**config.mk**
```make
export PLATFORM = sky130hd
export DESIGN_NAME = muldiv_unit
export DESIGN_NICKNAME = d
export VERILOG_FILES = /design/src/rtl/muldiv_unit_pkg.sv /design/src/rtl/muldiv_unit.sv
export SDC_FILE = /design/constraint.sdc
export NUM_CORES = 1
export LEC_CHECK = 0
export ABC_AREA = 1
export CAP_MARGIN = 25
export CELL_PAD_IN_SITES_DETAIL_PLACEMENT = 1
export CELL_PAD_IN_SITES_GLOBAL_PLACEMENT = 1
export CORE_MARGIN = 1.5
export CORE_UTILIZATION = 25
export CTS_CLUSTER_DIAMETER = 200
export DETAILED_ROUTE_END_ITERATION = 10
export PLACE_DENSITY_LB_ADDON = 0.1
export SETUP_SLACK_MARGIN = 0.4
export SLEW_MARGIN = 5
export SYNTH_ARGS = -nofsm -noshare
export SYNTH_HDL_FRONTEND = slang
export SYNTH_SLANG_ARGS = --single-unit
export TNS_END_PERCENT = 50
```
**constraint.sdc**
```tcl
create_clock -name clock -period 4.4 [get_ports clock]
set_input_delay 0.88 -clock clock [delete_from_list [all_inputs] [get_ports clock]]
set_output_delay 0.88 -clock clock [all_outputs]
set_load 0.05 [all_outputs]
```
**src/rtl/muldiv_unit_pkg.sv**
```systemverilog
// Shared types and operation codes for the iterative RV32M multiply/divide unit.
// Function codes mirror the ALU_MUL..ALU_REMU encodings driven by alu_control.
package muldiv_unit_pkg;

    typedef enum logic [1:0] {
        MULDIV_IDLE,
        MULDIV_CALC,
        MULDIV_FIX,
        MULDIV_DONE
    } muldiv_state_e;

    // Low three bits of an M-extension alu_function select the operation.
    typedef enum logic [2:0] {
        OP_MUL,
        OP_MULH,
        OP_MULHSU,
        OP_MULHU,
        OP_DIV,
        OP_DIVU,
        OP_REM,
        OP_REMU
    } md_op_e;

    localparam logic [4:0] ALU_MUL    = 5'b10000;
    localparam logic [4:0] ALU_MULH   = 5'b10001;
    localparam logic [4:0] ALU_MULHSU = 5'b10010;
    localparam logic [4:0] ALU_MULHU  = 5'b10011;
    localparam logic [4:0] ALU_DIV    = 5'b10100;
    localparam logic [4:0] ALU_DIVU   = 5'b10101;
    localparam logic [4:0] ALU_REM    = 5'b10110;
    localparam logic [4:0] ALU_REMU   = 5'b10111;

    function automatic logic is_m_op(input logic [4:0] func);
        return func[4:3] == 2'b10;
    endfunction

    function automatic int muldiv_cycles(input int xlen);
        return xlen + 2;
    endfunction

endpackage

```
**src/rtl/muldiv_unit.sv**
```systemverilog
// Iterative RV32M multiply/divide: shift-add multiply and restoring divide sharing
// one shift register and counter; divide-by-zero and overflow resolve in one cycle.
module muldiv_unit
    import muldiv_unit_pkg::*;
#(
    parameter int XLEN = 32
) (
    input  logic            clock,
    input  logic            reset_n,
    input  logic            start,
    input  logic            flush,
    input  logic [4:0]      alu_function,
    input  logic [XLEN-1:0] operand_a,
    input  logic [XLEN-1:0] operand_b,
    output logic            busy,
    output logic            done,
    output logic [XLEN-1:0] result
);

    localparam int CNT_W = $clog2(XLEN);
    localparam logic [CNT_W-1:0] CNT_LAST = CNT_W'(XLEN - 1);
    localparam logic signed [XLEN-1:0] S_MIN = {1'b1, {(XLEN-1){1'b0}}};

    function automatic logic [XLEN-1:0] cond_neg(input logic [XLEN-1:0] v, input logic neg);
        return neg ? -v : v;
    endfunction

    function automatic logic [2*XLEN-1:0] cond_neg_wide(input logic [2*XLEN-1:0] v, input logic neg);
        return neg ? -v : v;
    endfunction

    muldiv_state_e     state_q, state_d;
    md_op_e            op_q, op_in;
    logic              sign_a_q, sign_b_q;
    logic [XLEN-1:0]   addend_q;
    logic [2*XLEN:0]   sreg_q;
    logic [CNT_W-1:0]  count_q;

    logic              accept, fast, is_mul_in, a_signed_in, b_signed_in;
    logic              sign_a_in, sign_b_in;
    logic [XLEN-1:0]   mag_a_in, mag_b_in, fast_result, fix_result;
    logic signed [XLEN-1:0] a_s;

    // Operand decode for the request presented this cycle
    assign op_in       = md_op_e'(alu_function[2:0]);
    assign is_mul_in   = ~alu_function[2];
    assign a_signed_in = op_in inside {OP_MULH, OP_MULHSU, OP_DIV, OP_REM};
    assign b_signed_in = op_in inside {OP_MULH, OP_DIV, OP_REM};
    assign sign_a_in   = a_signed_in & operand_a[XLEN-1];
    assign sign_b_in   = b_signed_in & operand_b[XLEN-1];
    assign mag_a_in    = cond_neg(operand_a, sign_a_in);
    assign mag_b_in    = cond_neg(operand_b, sign_b_in);
    assign a_s         = operand_a;

    assign accept = start && !flush && (state_q == MULDIV_IDLE || state_q == MULDIV_DONE);
    assign busy   = (state_q == MULDIV_CALC) || (state_q == MULDIV_FIX);
    assign done   = (state_q == MULDIV_DONE);

    always_comb begin
        fast        = 1'b0;
        fast_result = '0;
        if (!is_m_op(alu_function)) begin
            fast = 1'b1;
        end else begin
            unique case (op_in)
                OP_DIV, OP_DIVU: begin
                    if (operand_b == '0) begin
                        fast        = 1'b1;
                        fast_result = '1;
                    end else if (op_in == OP_DIV && a_s == S_MIN && operand_b == '1) begin
                        fast        = 1'b1;
                        fast_result = operand_a;
                    end
                end
                OP_REM, OP_REMU: begin
                    if (operand_b == '0) begin
                        fast        = 1'b1;
                        fast_result = operand_a;
                    end else if (op_in == OP_REM && a_s == S_MIN && operand_b == '1) begin
                        fast        = 1'b1;
                    end
                end
                default: ;
            endcase
        end
    end

    // One iteration step: multiply adds into the upper half and shifts right,
    // divide shifts left and subtracts the divisor when it fits.
    logic [XLEN:0]   mul_sum, div_part, div_diff;
    logic            div_ge;
    logic [2*XLEN:0] mul_next, div_next;

    assign mul_sum  = sreg_q[2*XLEN:XLEN] + (sreg_q[0] ? {1'b0, addend_q} : '0);
    assign mul_next = {1'b0, mul_sum, sreg_q[XLEN-1:1]};
    assign div_part = sreg_q[2*XLEN-1:XLEN-1];
    assign div_ge   = div_part >= {1'b0, addend_q};
    assign div_diff = div_part - {1'b0, addend_q};
    assign div_next = {(div_ge ? div_diff : div_part), sreg_q[XLEN-2:0], div_ge};

    logic [2*XLEN-1:0] prod;
    logic [XLEN-1:0]   quot, rem;

    assign prod = cond_neg_wide(sreg_q[2*XLEN-1:0], sign_a_q ^ sign_b_q);
    assign quot = cond_neg(sreg_q[XLEN-1:0], sign_a_q ^ sign_b_q);
    assign rem  = cond_neg(sreg_q[2*XLEN-1:XLEN], sign_a_q);

    always_comb begin
        fix_result = '0;
        unique case (op_q)
            OP_MUL:                       fix_result = prod[XLEN-1:0];
            OP_MULH, OP_MULHSU, OP_MULHU: fix_result = prod[2*XLEN-1:XLEN];
            OP_DIV, OP_DIVU:              fix_result = quot;
            OP_REM, OP_REMU:              fix_result = rem;
        endcase
    end

    always_comb begin
        state_d = state_q;
        unique case (state_q)
            MULDIV_IDLE, MULDIV_DONE: begin
                if (accept) state_d = fast ? MULDIV_DONE : MULDIV_CALC;
                else        state_d = MULDIV_IDLE;
            end
            MULDIV_CALC: if (count_q == '0) state_d = MULDIV_FIX;
            MULDIV_FIX:  state_d = MULDIV_DONE;
        endcase
        if (flush) state_d = MULDIV_IDLE;
    end

    always_ff @(posedge clock) begin
        if (!reset_n) begin
            state_q <= MULDIV_IDLE;
            count_q <= '0;
            result  <= '0;
        end else begin
            state_q <= state_d;
            if (accept)
                count_q <= CNT_LAST;
            else if (state_q == MULDIV_CALC && count_q != '0)
                count_q <= count_q - 1'b1;
            if (state_q == MULDIV_FIX && !flush)
                result <= fix_result;
            else if (accept && fast)
                result <= fast_result;
        end
    end

    // Datapath registers carry no reset; they are always loaded on accept before use.
    always_ff @(posedge clock) begin
        if (accept) begin
            op_q     <= op_in;
            sign_a_q <= sign_a_in;
            sign_b_q <= sign_b_in;
            addend_q <= is_mul_in ? mag_a_in : mag_b_in;
            sreg_q   <= {{(XLEN+1){1'b0}}, (is_mul_in ? mag_b_in : mag_a_in)};
        end else if (state_q == MULDIV_CALC) begin
            sreg_q   <= op_q[2] ? div_next : mul_next;
        end
    end

endmodule

```
======== Yosys cells after proc, flatten, opt, wreduce, memory -nomap -nowiden ========
Index checks and enable logic that the tools add are counted.
Widths: inputs -> output; s select.
storage, ports and cells
  bits in registers ....................... 141
  output and inout bits ................... 34
  logic and storage cells ................. 103
operators by class
  reduce and logical (&&, ||, !) cells .... 29
  muxes and demuxes ....................... 32
  order comparisons ....................... 1
  eq/ne operators ......................... 20
  bitwise logic cells ..................... 4
  add/sub/neg operators ................... 8
operators with widths
  cell                  count
  $mux 32               15
  $neg 32->32           4
  $pmux 32 s4           1
  $mux 65               1
  $eq 32x32->1 const B  2
  $mux 64               1
  $neg 64->64           1
  $pmux 32 s2           1
  $add 33x32->33        1
  $ge 33x32->1          1
  $mux 33               1
  $sub 33x32->33        1
  $logic_not 32->1      1
  $eq 3x3->1 const B    8
  $reduce_or 2->1       6
  $mux 5                2
  $eq 3x2->1 const B    3
  $logic_and 1x1->1     9
  $eq 2x2->1 const B    3
  $eq 3x1->1 const B    2
  $mux 2                3
  $pmux 2 s3            1
  $reduce_bool 2->1     3
  $logic_not 5->1       1
  16 further kinds      22

======== Longest topological paths before layout ========
  word-level depth ........................ 10
  gate-level depth with buffers ........... 19

======== Least setup slack after synthesis ========
Ideal clock, no wire load.
  kind .................................... input-to-reg
  start point ............................. input port flush
  end point ............................... register sreg_q[10] (data pin)
  path buffers ............................ 2
  stages .................................. 6
  required time ........................... 4081 ps
  slack ................................... 1176 ps
  arrival ................................. 2904 ps
  cells stage by stage .................... inv_1 > nand3_1 > inv_1 > clkbuf_1 > clkbuf_1 > o22ai_1
between the ends
  longest elaborated chain between the ends .. 4
RTL lines
  item                             RTL line            text
  start, declared                  muldiv_unit.sv:11   input logic flush,
  $logic_not 1->1                  muldiv_unit.sv:55   assign accept = start && !flush && (state_q == MULDIV_IDLE || state_q == MULDIV_DONE);
  $logic_and 1x1->1 (2 in series)  muldiv_unit.sv:55
  net accept                       muldiv_unit.sv:39   logic accept, fast, is_mul_in, a_signed_in, b_signed_in;
  $mux 32                          muldiv_unit.sv:151  if (accept) begin
  end signal, assigned             muldiv_unit.sv:156  sreg_q <= {{(XLEN+1){1'b0}}, (is_mul_in ? mag_b_in : mag_a_in)};
  end signal, assigned             muldiv_unit.sv:158  sreg_q <= op_q[2] ? div_next : mul_next;
  end, declared                    muldiv_unit.sv:36   logic [2*XLEN:0] sreg_q;
The timed path passes the listed nets, and every way through them passes these cells.
A chain may end at the register's enable or synchronous reset.

======== Worst setup path after layout ========
  start point ............................. register sreg_q[0]
  end point ............................... register sreg_q[44]
between the ends
  longest elaborated chain between the ends .. 3
RTL lines
  item            RTL line            text
  $mux 32         muldiv_unit.sv:94   assign mul_sum = sreg_q[2*XLEN:XLEN] + (sreg_q[0] ? {1'b0, addend_q} : '0);
  $add 33x32->33  muldiv_unit.sv:94
  $mux 65         muldiv_unit.sv:158
No other way between the ends.

==> flow_metrics.py <==
metrics = {
    "final_layout": {
        "insertedDiodeCount": 0,
        "final_cell_count_no_fill": 4247,
        "multi_input_comb_area_um2": 12500,
        "design.final.nets": 3433,
        "area_growth_syn_to_layout_pct": 15.1,
        "drive_gt1_frac": 0.0494,
        "final.fill_count": 9339,
        "finalInstanceArea_um2": 20700,
        "combined_flip_flop_and_latch_cell_area_um2": 3510,
        "final_core_utilization": 0.290,
    },
    "clock_tree": {
        "cts_hold_buf": 0,
        "cts_tree": "built",
        "latest_clock_arrival_within_the_worst_skew_pair_ns": 0.50,
        "num_cts_buffers": 17,
        "clock_input_transition_at_the_sequential_cells_of_the_worst_setup_and_hold_paths_ns": 0.07,
        "cts_max_path_buffers": 2,
        "post_cts.repair.setup_buffers": 0,
        "clkSinkCount": 141,
        "cts-htree-levels": 4,
        "post_cts_resized": 0,
        "clock-root-buffer": "clkbuf_16",
    },
    "worst_setup_path": {
        "critical_path.max_fanout": 23,
        "rr_endpoint": "sreg_q[44]$_SDFFE_PP0P_",
        "worstPathRequired_ns": 4.78,
        "timing.critical_path.from_type": "flip-flop",
        "reg2reg_slack_ns": 0.84,
        "startpoint_of_the_most_critical_register_to_register_path": "sreg_q[0]$_DFFE_PP_",
        "timing_worst_setup_path_type": "flip-flop to flip-flop",
        "worst_ep_arrival_time_ns": 3.94,
        "r2r_cells": 13,
        "endpoint_kind": "flip-flop",
    },
    "synth": {
        "synth_top_cells_by_count": "nand2_1, nor2_1, inv_1",
        "synth.distinct_cells": 53,
        "yosysTopAreaCell": "nand2_1",
        "most_repeated_cell_in_the_gate_level_netlist_after_synthesis": "nand2_1",
        "synth_flop_cell": "dfxtp_1",
        "asyncSetResetFlopFracSynth": 0,
        "synthesized_area_fraction_occupied_by_ao_oa_aoi_and_oai_cells": 0.145,
        "synth_enable_flop_cells": 69,
        "syn_nets": 3364,
        "leading_cell_types_by_total_area_after_synthesis": "nand2_1, edfxtp_1, nor2_1",
        "synth-simple-area-share": 0.452,
        "yosys_warnings": 0,
        "synth_fa_ha_area_frac": 0.0538,
        "mux_contribution_to_synthesized_area": 0,
        "synth-seq-area-share": 0.196,
        "synth.cell_area_um2": 18000,
        "synth_top_cell_area_share": 0.219,
        "synth-seq-cells": 141,
        "synth_top_family_by_area": "simple AND/OR/NAND/NOR gates",
        "average_footprint_of_a_synthesized_cell_um2": 5.59,
        "synthCells": 3215,
        "synth_xor_xnor_area_share": 0.0429,
    },
    "floorplanning": {
        "floorplan.die_area_um2": 73500,
        "num_rows": 98,
        "die_h_um": 271,
        "top_level_ports": 107,
        "core_area_um2": 71200,
        "floorplan.initialDensity": 0.252,
        "die_w_um": 271,
    },
    "grt": {
        "via_count_of_the_first_global_routing_pass": 22400,
        "antenna_found_initial": 0,
        "overflow": 0,
        "grt_usage": 0.279,
        "first_pass_grt_wire_length_um": 150000,
        "grt_max_degree": 80,
    },
    "timing": {
        "report.final.slew_viol_count": 0,
        "rsz0062_at_grt": "false",
        "finalClockSkew_ns": 0.0228,
        "postLayoutSetupSlackWorst_ns": 0.839,
        "slew_headroom": 0.461,
        "setup-tns-final_ns": 0,
        "hold_vio_cnt_final": 0,
        "max_slew.worst_pin.slew_ns": 0.808,
        "finalCritPeriodShare": 0.809,
        "worst_hold_slack_ns": 0.471,
        "final_period_minus_worst_setup_slack_ns": 3.56,
        "maxClockFrequency_mhz": 281,
        "report.final.setup_viol": 0,
    },
    "place": {
        "dpl_hpwl_um": 86700,
        "dpl.cell_count": 4215,
        "place.gp.congestion": 0.960,
        "place_area_um2": 20100,
        "port_buffers": 106,
        "placement.setup.worst_slack_ns": 0.413,
    },
    "power_and_ir_drop": {
        "leakage_nw": 9.97,
        "vdd_ir_drop_max_mv": 0.319,
        "power_per_cell_area_nw_per_um2": 311,
        "report.power.total_mw": 6.42,
    },
    "hold_path": {
        "min_from": "count_q[0]$_SDFFE_PN0P_",
        "min_delay_worst_endpoint": "count_q[0]$_SDFFE_PN0P_",
        "holdPathStages": 2,
        "worst_hold_path_type": "flip-flop to flip-flop",
    },
    "status": {
        "run_status": "completed",
    },
    "route": {
        "avgViaCountPerCell": 5.12,
        "routedWlPerCell_um": 24.3,
        "detail_route.first_pass.iterations": 5,
        "num_vias": 21800,
        "drt_drc_violations_left": 0,
        "detailed_route_wire_length_um": 103000,
        "dr.first_iter.drc_count": 1580,
        "final_antenna_net_count": 0,
    },
    "flow_run": {
        "timing.max_cap.violations": 0,
    },
}
==> cell usage in the layout, fill, tap and decap left out, drive strengths merged, types with 14 or more instances in the layout <==
master,n
a21oi,160
a31oi,14
buf,52
clkbuf,18
clkdlybuf4s50,105
dfxtp,72
edfxtp,69
ha,74
inv,398
nand2,1066
nand3,317
nand3b,19
nand4,38
nor2,456
nor3,22
o211ai,19
o21ai,245
xnor2,18
xor2,70
==> metal layers <==
metal	track usage	up-vias	part of all wire
met5	0	-	0
met4	0.112	0	0.041
met3	0.0264	127	0.033
met2	0.494	522	0.49
met1	0.345	10600	0.44
li1	-	10500	-
==> power breakdown <==
group,leakage [nW],total (mW),internal [mW],switching [mW]
Clock,0.288,1.52,0.767,0.752
Combinational,8.44,3.12,0.907,2.21
Sequential,1.24,1.78,1.53,0.254
==> kinds of logic after synthesis <==
logic type                 Yosys count
AOI/OAI and AO/OA                  478
xor gates and xnor gates            88
adders and majority gates           76
buffers and inverters              495
DFF                                141
and+or+nand+nor                   1937
==> critical path, cell delays in order, from the launching register on <==
cell      delay, ns
edfxtp_1       0.73
buf_4          0.41
nand2_1        0.09
inv_1          0.07
ha_1           0.29
a21oi_1        0.33
o21ai_0        0.25
a21oi_1        0.17
o21ai_0        0.29
xor2_1         0.24
o21ai_0        0.19
nand3_1        0.22
nand2_1        0.12
inv_1          0.04
==> how the worst max path moves through the flow <==
stage | depth (start not counted) | end | slack [ns] | start
after CTS | 12 | sreg_q[59]$_SDFFE_PP0P_ | 0.87 | addend_q[29]$_DFFE_PP_
final | 13 | sreg_q[44]$_SDFFE_PP0P_ | 0.84 | sreg_q[0]$_DFFE_PP_
after global placement | 15 | result[2]$_SDFFE_PN0P_ | 0.45 | operand_b[0]
after detailed placement | 15 | result[2]$_SDFFE_PN0P_ | 0.41 | operand_b[0]
after global routing | 13 | sreg_q[44]$_SDFFE_PP0P_ | 0.63 | sreg_q[0]$_DFFE_PP_
after floorplan | 6 | sreg_q[10]$_DFFE_PP_ | 1.18 | flush
==> registers in the layout (all words and copies together), names as in the netlist <==
name / count
sreg_q: 65
addend_q: 32
result: 32
count_q: 5
op_q: 3
state_q: 2
sign_a_q: 1
sign_b_q: 1
==> area by class of cell <==
class,count,share of cell area
clock inverters,14,0.00666
well taps,950,0.0575
repair buffers,157,0.0708
multi-input cells,2579,0.603
flip-flops and latches,141,0.170
clock buffers,18,0.0212
inverters,388,0.0705
No activity file was read; power rests on OpenSTA's default activity.
